`src/rtl/spike_decoder_pkg.sv`:
```
// Shared types and Q16.16 constants for the spike-rate/velocity decoder.
package spike_decoder_pkg;

  typedef enum logic [2:0] {
    IDLE   = 3'd0,
    SCALE  = 3'd1,
    FILTER = 3'd2,
    DIFF   = 3'd3,
    OUT    = 3'd4
  } state_e;

  localparam logic [31:0] Q_ONE   = 32'h0001_0000;
  localparam logic [31:0] S32_MAX = 32'h7FFF_FFFF;
  localparam logic [31:0] S32_MIN = 32'h8000_0000;

endpackage

```
`src/rtl/sat_s33_to_s32.sv`:
```
// Combinational saturator: clamps a signed 33-bit value into the signed 32-bit range.
module sat_s33_to_s32
  import spike_decoder_pkg::*;
(
  input  logic [32:0] i_val,
  output logic [31:0] o_sat
);

  always_comb begin
    o_sat = i_val[31:0];
    // The two top bits disagree exactly when the value does not fit in 32 bits.
    if (i_val[32] != i_val[31]) o_sat = i_val[32] ? S32_MIN : S32_MAX;
  end

endmodule

```
`src/rtl/spike_rate_velocity_decoder.sv`:
```
// Spike count -> EMA-smoothed Q16.16 rate and per-window velocity, one sample per 4-stage pass.
// Optional feature macro: VEL_DEADBAND_EN (zeroes |vel| below DEADBAND).
module spike_rate_velocity_decoder
  import spike_decoder_pkg::*;
#(
  parameter logic [15:0] CNT_CLAMP = 16'hFFFF,
  parameter logic [31:0] DEADBAND  = 32'h0000_8000
) (
  input  logic        sim_clk,
  input  logic        reset_sim,
  input  logic [31:0] cnt_in,
  input  logic        cnt_valid,
  input  logic [15:0] gain,
  input  logic [3:0]  tau_shift,
  output logic [31:0] rate_out,
  output logic [31:0] vel_out,
  output logic        out_valid,
  output logic        busy,
  output logic        dropped
);

`ifdef VEL_DEADBAND_EN
  localparam bit DB_EN = 1'b1;
`else
  localparam bit DB_EN = 1'b0;
`endif

  state_e      r_state, w_next;
  logic [31:0] r_cnt, r_pend_cnt, r_x, r_rate, r_rate_prev, r_rate_out, r_vel_out;
  logic        r_pend_full, r_primed, r_dropped;
  logic        w_issue, w_take_pend, w_load_pend, w_drop;

  // NOTE: state registers use non-blocking (<=) so every flop samples pre-edge values.
  always_ff @(posedge sim_clk or posedge reset_sim) begin
    if (reset_sim) r_state <= IDLE;
    else           r_state <= w_next;
  end

  // NOTE: every output of this block gets a default first, so no path can infer a latch.
  always_comb begin
    w_next      = r_state;
    w_issue     = 1'b0;
    w_take_pend = 1'b0;
    w_load_pend = 1'b0;
    w_drop      = 1'b0;
    case (r_state)
      // OUT is the return-to-idle cycle: a waiting sample starts at once, and a
      // fresh strobe in the same cycle refills the slot that was just freed.
      IDLE, OUT: begin
        if (r_pend_full) begin
          w_issue     = 1'b1;
          w_take_pend = 1'b1;
          w_load_pend = cnt_valid;
        end else if (cnt_valid) begin
          w_issue = 1'b1;
        end
        w_next = w_issue ? SCALE : IDLE;
      end
      SCALE:   w_next = FILTER;
      FILTER:  w_next = DIFF;
      DIFF:    w_next = OUT;
      default: w_next = IDLE;
    endcase
    if (cnt_valid && (r_state inside {SCALE, FILTER, DIFF})) begin
      if (r_pend_full) w_drop = 1'b1;
      else             w_load_pend = 1'b1;
    end
  end

  logic [15:0] w_clamped;
  logic [31:0] w_prod, w_x_sat, w_rate_sat, w_vel_sat, w_vel;
  logic [39:0] w_x_wide;
  logic [32:0] w_err, w_step, w_rate_sum, w_vel_diff;
  logic        w_in_band;

  assign w_clamped  = (r_cnt > {16'd0, CNT_CLAMP}) ? CNT_CLAMP : r_cnt[15:0];
  assign w_prod     = {16'd0, w_clamped} * {16'd0, gain};
  assign w_x_wide   = {w_prod, 8'h00};
  assign w_x_sat    = (w_x_wide > {8'd0, S32_MAX}) ? S32_MAX : w_x_wide[31:0];

  assign w_err      = $signed({r_x[31], r_x}) - $signed({r_rate[31], r_rate});
  assign w_step     = $signed(w_err) >>> tau_shift;
  assign w_rate_sum = $signed({r_rate[31], r_rate}) + $signed(w_step);
  assign w_vel_diff = $signed({r_rate[31], r_rate}) - $signed({r_rate_prev[31], r_rate_prev});

  sat_s33_to_s32 u_sat_rate (.i_val(w_rate_sum), .o_sat(w_rate_sat));
  sat_s33_to_s32 u_sat_vel  (.i_val(w_vel_diff), .o_sat(w_vel_sat));

  assign w_in_band = DB_EN && ($signed(w_vel_sat) > -$signed(DEADBAND))
                           && ($signed(w_vel_sat) <  $signed(DEADBAND));
  assign w_vel     = (!r_primed || w_in_band) ? 32'd0 : w_vel_sat;

  always_ff @(posedge sim_clk or posedge reset_sim) begin
    if (reset_sim) begin
      r_cnt       <= '0;
      r_pend_cnt  <= '0;
      r_pend_full <= 1'b0;
      r_dropped   <= 1'b0;
      r_x         <= '0;
      r_rate      <= '0;
      r_rate_prev <= '0;
      r_primed    <= 1'b0;
      r_rate_out  <= '0;
      r_vel_out   <= '0;
    end else begin
      if (w_issue) r_cnt <= w_take_pend ? r_pend_cnt : cnt_in;
      if (w_load_pend) begin
        r_pend_full <= 1'b1;
        r_pend_cnt  <= cnt_in;
      end else if (w_take_pend) begin
        r_pend_full <= 1'b0;
      end
      if (w_drop) r_dropped <= 1'b1;
      case (r_state)
        SCALE:  r_x    <= w_x_sat;
        FILTER: r_rate <= w_rate_sat;
        // Results are loaded on entry to OUT so they are stable while out_valid is high.
        DIFF: begin
          r_rate_out  <= r_rate;
          r_vel_out   <= w_vel;
          r_rate_prev <= r_rate;
          r_primed    <= 1'b1;
        end
        default: ;
      endcase
    end
  end

  assign rate_out  = r_rate_out;
  assign vel_out   = r_vel_out;
  assign out_valid = (r_state == OUT);
  assign busy      = (r_state != IDLE);
  assign dropped   = r_dropped;

endmodule

```
`config.mk`:
```
export PLATFORM = sky130hd
export DESIGN_NAME = spike_rate_velocity_decoder
export DESIGN_NICKNAME = d
export VERILOG_FILES = /design/src/rtl/spike_decoder_pkg.sv /design/src/rtl/sat_s33_to_s32.sv /design/src/rtl/spike_rate_velocity_decoder.sv
export SDC_FILE = /design/constraint.sdc
export NUM_CORES = 1
export LEC_CHECK = 0
export ABC_AREA = 1
export CORE_MARGIN = 4
export CORE_UTILIZATION = 45
export CTS_CLUSTER_DIAMETER = 40
export DETAILED_ROUTE_END_ITERATION = 7
export GPL_TIMING_DRIVEN = 0
export SYNTH_ARGS = -nofsm -noshare
export SYNTH_HDL_FRONTEND = slang
export SYNTH_SLANG_ARGS = --single-unit
export TNS_END_PERCENT = 30
```
`constraint.sdc`:
```
create_clock -name sim_clk -period 7.2 [get_ports sim_clk]
set_input_delay 1.08 -clock sim_clk [delete_from_list [all_inputs] [get_ports sim_clk]]
set_output_delay 1.08 -clock sim_clk [all_outputs]
set_load 0.01 [all_outputs]
```
Word-level counts from Yosys, hierarchy flattened
Index checks and enable logic that the tools add are counted.
Operators by class
  add/sub/neg operators: 3
  $mul: 1
  divide/modulo/power cells: 0
  magnitude comparators: 2
  equality and inequality tests: 6
  shift operators: 1
  muxes and demuxes: 23
  bitwise operators: 0
  reductions and logical operators: 6
Operators with widths (number)
  2-to-1 mux 32 bit: 7
  subtractor 32 x 32 -> 33 bit: 2
  greater-than comparator 40 x 31 -> 1 bit, second input constant: 1
  adder 32 x 33 -> 33 bit: 1
  >>> shifter 33 x 4 -> 33 bit: 1
  greater-than comparator 32 x 16 -> 1 bit, second input constant: 1
  multiplier 16 x 16 -> 32 bit: 1
  2-to-1 mux 16 bit: 1
  2-to-1 mux 1 bit: 14
  case mux 3 bit (4 select lines): 1
  == test 3 x 2 -> 1 bit, second input constant: 2
  nonzero test 3 bit: 2
  == test 3 x 1 -> 1 bit, second input constant: 1
  == test 3 bit, second input constant: 1
  zero test 3 bit: 1
  != test 1 bit: 2
  nonzero test 2 bit: 1
  OR reduction 2 bit: 1
  logical AND 1 bit: 1
Storage, ports and cells
  register bits: 198
  bits in latches: 0
  RAM bits: 0
  memory bits (read-only): 0
  input port bits: 55
  output and inout bits: 67
  logic and storage cells: 52
  memories kept: 0

Logic depth before layout (Yosys ltp)
Gate-level depths: netlist of run 1.
  depth in word-level cells: 6
  gate-level depth with buffers: 36
  depth with buffers taken out: 36

Hierarchy
From an unflattened synthesis of run 1, not the netlist that was laid out.
Unflattened totals
  cell total of the unflattened synthesis: 3735
  area, all modules: 25579.5 um^2
Modules (own cells, without submodules)
  spike_rate_velocity_decoder: instances 1, cells each 3583, area an instance 24365.9 um^2, sequential area each 4779.6 um^2
  sat_s33_to_s32: instances 2, cells each 76, area an instance 606.8 um^2, sequential area each 0.0 um^2

Least setup slack after synthesis of run 1
OpenSTA, ideal clock, no wires.
  kind: in2reg
  from: in gain[7]
  to: reg r_x[13]
  library setup time: 123 ps
  arrival: 6462 ps
  data required time: 7077 ps
  slack: 615 ps
  cell stages on the path: 27
  path buffers: 3
  path through: clkbuf_1 -> clkbuf_1 -> nand2_1 -> fa_1 -> inv_1 -> fa_1 -> inv_1 -> fa_1 -> inv_1 -> fa_1 -> fa_1 -> inv_1 -> fa_1 -> inv_1 -> ha_1 -> a21oi_1 -> a21boi_0 -> nand2_1 -> nand2_1 -> nand2_1 -> nand2_1 -> nand2_1 -> nor2_1 -> nand3b_1 -> nor2_4 -> buf_6 -> a21oi_1
Between the ends
  word-level cells in the longest chain between the ends: 3
Ends and longest elaborated chain
  start, declared: RTL line spike_rate_velocity_decoder.sv:13  | input logic [15:0] gain,
  multiplier 16 x 16 -> 32 bit: RTL line spike_rate_velocity_decoder.sv:77  | assign w_prod = {16'd0, w_clamped} * {16'd0, gain};
  greater-than comparator 40 x 31 -> 1 bit: RTL line spike_rate_velocity_decoder.sv:79  | assign w_x_sat = (w_x_wide > {8'd0, S32_MAX}) ? S32_MAX : w_x_wide[31:0];
  2-to-1 mux 32 bit: RTL line spike_rate_velocity_decoder.sv:79
  end signal, assigned: RTL line spike_rate_velocity_decoder.sv:115  | SCALE: r_x <= w_x_sat;
  end, declared: RTL line spike_rate_velocity_decoder.sv:29  | logic [31:0] r_cnt, r_pend_cnt, r_x, r_rate, r_rate_prev, r_rate_out, r_vel_out;
Every way passes these cells.
A chain may end at the register's enable or synchronous reset.

Worst setup path in the final report of run 1
  from: reg r_cnt[17]
  to: reg r_x[13]
Between the ends
  word-level cells in the longest chain between the ends: 5
Ends and longest elaborated chain
  start, declared: RTL line spike_rate_velocity_decoder.sv:29
  start signal, assigned: RTL line spike_rate_velocity_decoder.sv:106  | if (w_issue) r_cnt <= w_take_pend ? r_pend_cnt : cnt_in;
  greater-than comparator 32 x 16 -> 1 bit (*): RTL line spike_rate_velocity_decoder.sv:76  | assign w_clamped = (r_cnt > {16'd0, CNT_CLAMP}) ? CNT_CLAMP : r_cnt[15:0];
  2-to-1 mux 16 bit (*): RTL line spike_rate_velocity_decoder.sv:76
  multiplier 16 x 16 -> 32 bit (*): RTL line spike_rate_velocity_decoder.sv:77
  greater-than comparator 40 x 31 -> 1 bit: RTL line spike_rate_velocity_decoder.sv:79
  2-to-1 mux 32 bit (*): RTL line spike_rate_velocity_decoder.sv:79
Mark *: on every way between the ends. The rest lies on a longest branch, timed or not.

==> flow_summary_export.csv, run 1 <==
group,metric,value,unit
cells_and_area,diodes,0,
detailed_routing,firstDrtPassIters,6,
setup_path,worst-path-buf-inv,9,
setup_path,cp-startpoint,"r_cnt[17]$_DFFE_PP0P_",
min_path,hold_path_class,"flop to flop",
synthesis,synth_most_common_cell,"nand2_1",
synthesis,synth_top_cell_by_area,"dfrtp_1",
floorplan,core_area,0.0538,mm²
clocking,clockBufferDepth,2,
detailed_routing,wl_per_cell,17.3,µm
global_route,grt_pass1_wl,121,mm
synthesis,synthTopCellsByCount,"983 x nand2_1, 681 x inv_1, 263 x nand3_1",
setup_path,critical_path_cell_count,33,
synthesis,avgSynthCellArea,6.93,µm²
synthesis,ys_ff_latch,191,
setup_path,start_kind,"flop",
timing,setup_viol,0,
setup_path,critPathMostFrequentCell,"fa_1",
timing,fin_crit,7.17,ns
synthesis,syn_nets,3985,
timing,fin_skew,0.0173,ns
clocking,cts_tree,"yes",
detailed_routing,ant_nets,0,
min_path,holdPathEnd,"r_primed$_DFFE_PP0P_",
global_route,grt-ovfl-total,0,
clocking,ctsRootBufferMaster,"clkbuf_16",
timing,rsz0062_at_grt,"yes",
clocking,hold_buffers,0,
floorplan,die_w,241,µm
placed_design,dp.final_hpwl,62.7,mm
synthesis,synth_edf_count,0,
setup_path,crit_arrival,7.54,ns
min_path,hold_path_depth,1,
synthesis,netlist-cell-type-count,55,
synthesis,async_flop_share,1.00,
floorplan,die_h,241,µm
setup_path,path_delay_family,"adder cells",
floorplan,num_rows,85,
global_route,antenna_found_initial,0,
setup_path,crit_fanout,8,
min_path,min_from,"r_primed$_DFFE_PP0P_",
setup_path,crit_required,7.57,ns
synthesis,synth_area,0.0245,mm²
setup_path,slowest_stage,"fa_1",
floorplan,start_util,0.455,
timing,fin_crit_sh,0.996,
floorplan,dieArea,0.0582,mm²
setup_path,rr_startpoint,"r_cnt[17]$_DFFE_PP0P_",
placed_design,port_buffers,103,
detailed_routing,dr_total_vias,22800,
placed_design,gp_congestion,0.944,
cells_and_area,utilization,0.518,
cells_and_area,syn_to_final_growth,13.7,%
timing,slew_headroom,0.147,
synthesis,syn_inst,3533,
synthesis,synthFlopType,"dfrtp_1",
setup_path,critPathCaptureType,"flop",
clocking,clkSinkCount,191,
detailed_routing,viasPerCell,5.19,
setup_path,critPathMaxStageDelay,0.63,ns
timing,max_freq,0.139,GHz
detailed_routing,drtIter0Drc,1540,
clocking,path_clk_slew,0.08,ns
setup_path,r2r-end,"r_x[13]$_DFFE_PP0P_",
flow_run,maxCapViolCount,0,
floorplan,pin_count,122,
detailed_routing,totalWireLength,76.1,mm
clocking,clock_latency,0.48,ns
synthesis,synth_area_leaders,"dfrtp_1 20%, fa_1 16%, nand2_1 15%",
synthesis,yosys_warnings,0,
setup_path,ff2ff_path_depth,33,
global_route,grt_max_degree,125,
clocking,cts_buffers,17,
global_route,grt_pass1_vias,22200,
clocking,htreeDepth,4,
synthesis,synth_seq_area_share,0.195,
synthesis,yosysTopAreaCellShare,0.195,
setup_path,regToRegSetupSlack,0.03,ns
timing,tightest_slew,1.27,ns
setup_path,crit_type,"flop to flop",
run_status,status,"complete, no violations",
timing,finalHoldViolCount,0,
timing,drv_slew,0,
global_route,grt_use_total,0.264,
cells_and_area,drive_above_1_share,0.0721,
detailed_routing,post-route-drc-count,0,
cells_and_area,fin_nets,4129,
-- flip-flops by register name, summed over array words and instances, names as in the netlist --
| name | cells |
|---|---|
| dropped | 1 |
| r_cnt | 32 |
| r_pend_cnt | 32 |
| r_pend_full | 1 |
| r_primed | 1 |
| r_rate | 32 |
| r_state | 3 |
| r_x | 25 |
| rate_out | 32 |
| vel_out | 32 |
-- layer usage --
| layer | track usage | share of wire | vias to the layer above |
|---|---|---|---|
| met5 | 0 | 0 | - |
| met4 | 0.0935 | 0.037 | 0 |
| met3 | 0.0324 | 0.048 | 121 |
| met2 | 0.459 | 0.49 | 570 |
| met1 | 0.341 | 0.43 | 10800 |
| li1 | - | - | 11300 |
-- final cells by class --
| type | instances | area, µm² |
|---|---|---|
| fillers | 5508 | 26000 |
| multi-input cells | 2528 | 17000 |
| flip-flops and latches | 191 | 4780 |
| inverters | 692 | 2610 |
| repair buffers | 126 | 1300 |
| well taps | 696 | 871 |
| plain buffers | 121 | 696 |
| clock buffers | 19 | 453 |
| clock inverters | 13 | 145 |
-- layout by cell type (no fill, tap or decap), drive strengths merged, types with 12 or more instances in the layout --
cell	n
a21o	17
a21oi	210
buf	63
clkbuf	100
clkdlybuf4s50	103
dfrtp	191
fa	197
ha	200
inv	695
nand2	1006
nand3	270
nand4	12
nor2	155
nor3	25
o21ai	249
o21bai	23
or2	28
xnor2	49
xor2	38
-- worst max path at each step --
stage                     slack (ns)                   to
after floorplan                 0.61  r_x[13]$_DFFE_PP0P_
after global placement         -2.06  r_x[30]$_DFFE_PP0P_
after detailed placement       -0.74  r_x[12]$_DFFE_PP0P_
after CTS                       0.01  r_x[12]$_DFFE_PP0P_
after global routing           -0.25  r_x[21]$_DFFE_PP0P_
final                           0.03  r_x[13]$_DFFE_PP0P_
-- stage by stage --
| stage | hold WS, ns | setup TNS [ns] | area [µm²] | setup WS [ns] | std cells |
|---|---|---|---|---|---|
| after CTS | 0.474 | 0 | 27300 | 0.0143 | 4367 |
| after detailed placement | 0.457 | -16.55 | 26400 | -0.740 | 4333 |
| final | 0.471 | 0 | 27900 | 0.0289 | 4386 |
| after floorplan | 0.440 | 0 | 24500 | 0.615 | 3533 |
| after global placement | 0.453 | -405.43 | 26400 | -2.06 | 4332 |
| after global routing | 0.485 | -5.75 | 27900 | -0.251 | 4386 |
-- cells by family (layout without fill, tap and decap cells) --
logic type | count (synthesis) | after routing | share of synthesized area
compound gates | 527 | 527 | 0.118
xor+xnor | 87 | 87 | 0.0314
fa+ha+maj | 397 | 397 | 0.263
buf+inv | 814 | 971 | 0.129
flops | 191 | 191 | 0.195
mux | 3 | 3 | 0.00123
simple gates | 1514 | 1514 | 0.263
-- what timing repair did --
action | CTS | global route
pin swaps | 3 | 35
buffers inserted | 2 | 16
resized for setup | 68 | 112
setup endpoints to repair | 24 | 24
gates cloned | 0 | 4
Power of run 1 is not shown: default switching activity piles up to over one toggle a cycle in this logic, so the estimate is an artifact.
==> inputs of run 2 (changes only) <==
- CELL_PAD_IN_SITES_DETAIL_PLACEMENT: unset -> 0
- CELL_PAD_IN_SITES_GLOBAL_PLACEMENT: unset -> 1
- PLACE_DENSITY_LB_ADDON: unset -> 0.1
- SKIP_CTS_REPAIR_TIMING: unset -> 1
==> flow_summary_export.csv, run 2 (synthesized netlist as in run 1, its figures left out) <==
group,metric,value,unit
detailed_routing,totalWireLength,79.4,mm
global_route,antenna_found_initial,0,
setup_path,slowest_stage,"fa_1",
timing,max_freq,0.142,GHz
clocking,ctsRootBufferMaster,"clkbuf_16",
timing,slew_headroom,0.455,
timing,fin_ws,0.166,ns
detailed_routing,dr_total_vias,23200,
cells_and_area,fin_nets,4148,
timing,rsz0062_at_grt,"yes",
timing,tightest_slew,0.814,ns
min_path,hold_path_class,"flop to flop",
floorplan,core_area,0.0538,mm²
detailed_routing,drtIter0Drc,1525,
setup_path,crit_type,"flop to flop",
floorplan,die_w,241,µm
floorplan,num_rows,85,
timing,drv_slew,0,
setup_path,crit_required,7.56,ns
timing,fin_crit,7.03,ns
timing,finalHoldViolCount,0,
clocking,clkSinkCount,191,
timing,fin_crit_sh,0.977,
cells_and_area,final_cell_mix,"949 x nand2_1, 670 x inv_1, 261 x nand3_1",
placed_design,dp.cells,4333,
detailed_routing,post-route-drc-count,0,
global_route,grt_pass1_vias,23000,
timing,setup_viol,0,
setup_path,critPathCaptureType,"flop",
clocking,cts_buffers,17,
floorplan,die_h,241,µm
flow_run,maxCapViolCount,0,
clocking,htreeDepth,4,
detailed_routing,wl_per_cell,18.0,µm
setup_path,start_kind,"flop",
placed_design,port_buffers,103,
detailed_routing,viasPerCell,5.26,
run_status,status,"complete, no violations",
detailed_routing,ant_nets,0,
setup_path,crit_fanout,10,
clocking,path_clk_slew,0.09,ns
cells_and_area,syn_to_final_growth,15.0,%
setup_path,ff2ff_path_depth,32,
global_route,grt-ovfl-total,0,
floorplan,pin_count,122,
cells_and_area,fin_cells,4405,
timing,fin_skew,0.0222,ns
global_route,grt_use_total,0.273,
global_route,grt_max_degree,99,
cells_and_area,layout_commonest_cell,"nand2_1",
detailed_routing,firstDrtPassIters,6,
setup_path,crit_arrival,7.40,ns
placed_design,dp.final_hpwl,66.9,mm
clocking,clock_latency,0.49,ns
clocking,clockBufferDepth,2,
placed_design,pre_cts_slack,-0.770,ns
floorplan,dieArea,0.0582,mm²
timing,tns,0,ns
cells_and_area,diodes,0,
min_path,hold_path_depth,2,
clocking,cts_tree,"yes",
floorplan,start_util,0.455,
setup_path,critPathMaxStageDelay,0.57,ns
global_route,grt_pass1_wl,124,mm
placed_design,gp_congestion,0.931,
cells_and_area,drive_above_1_share,0.0820,
==> run 2: changes by cell type in the layout (fill, tap and decap cells not counted), moves of 4 or more <==
cell	delta
a21oi_1	+4
buf_6	+7
nand2_1	-8
a21oi_4	+4
nand2_2	+6
ha_4	+4
fa_1	-6
fa_2	+6
clkbuf_8	-4
a21oi_2	-8
buf_4	+16
==> run 2: cell type report <==
cell class / instances / area (µm²)
Inverter: 692 / 2610
Clock inverter: 15 / 195
Multi-Input combinational cell: 2528 / 17200
Timing Repair Buffer: 144 / 1420
Clock buffer: 17 / 425
Sequential cell: 191 / 4780
Buffer: 122 / 719
Fill cell: 5469 / 25600
Tap cell: 696 / 871
==> run 2: final timing paths <==
| check | startpoint | endpoint | slack, ns |
|---|---|---|---|
| worst max-delay path | r_cnt[31]$_DFFE_PP0P_ | r_x[14]$_DFFE_PP0P_ | 0.17 |
| worst min-delay path | vel_out[2]$_DFFE_PP0P_ | vel_out[2]$_DFFE_PP0P_ | 0.48 |
| worst max register to register | r_cnt[31]$_DFFE_PP0P_ | r_x[14]$_DFFE_PP0P_ | 0.17 |
| worst min register to register | vel_out[2]$_DFFE_PP0P_ | vel_out[2]$_DFFE_PP0P_ | 0.48 |
| max in group asynchronous | reset_sim | r_x[22]$_DFFE_PP0P_ | 5.14 |
| min in group asynchronous | reset_sim | vel_out[2]$_DFFE_PP0P_ | 1.14 |
==> run 2: worst max-delay path: cells and delay by family (launching register included) <==
family / cells / cell delay [ns]
AOI/OAI and AO/OA: 3 / 0.47
adders and majority gates: 7 / 3.28
buffers and inverters: 8 / 0.94
DFF: 1 / 0.41
and+or+nand+nor: 14 / 1.79
==> run 2: metrics by stage <==
stage	hold WS, ns	util	area, µm²
floorplan	0.440	-	24500
finish	0.484	0.524	28200
global route	0.507	0.524	28200
detailed placement	0.468	0.491	26400
global placement	0.452	0.491	26400
CTS	0.490	0.503	27100
==> run 2: per-layer routing <==
metal,vias to the layer above,track usage,share of wire
met5,-,0,0
met4,0,0.0824,0.026
met3,95,0.0293,0.038
met2,510,0.487,0.51
met1,11200,0.350,0.43
li1,11300,-,-
Power of run 2 is left out for the same reason.
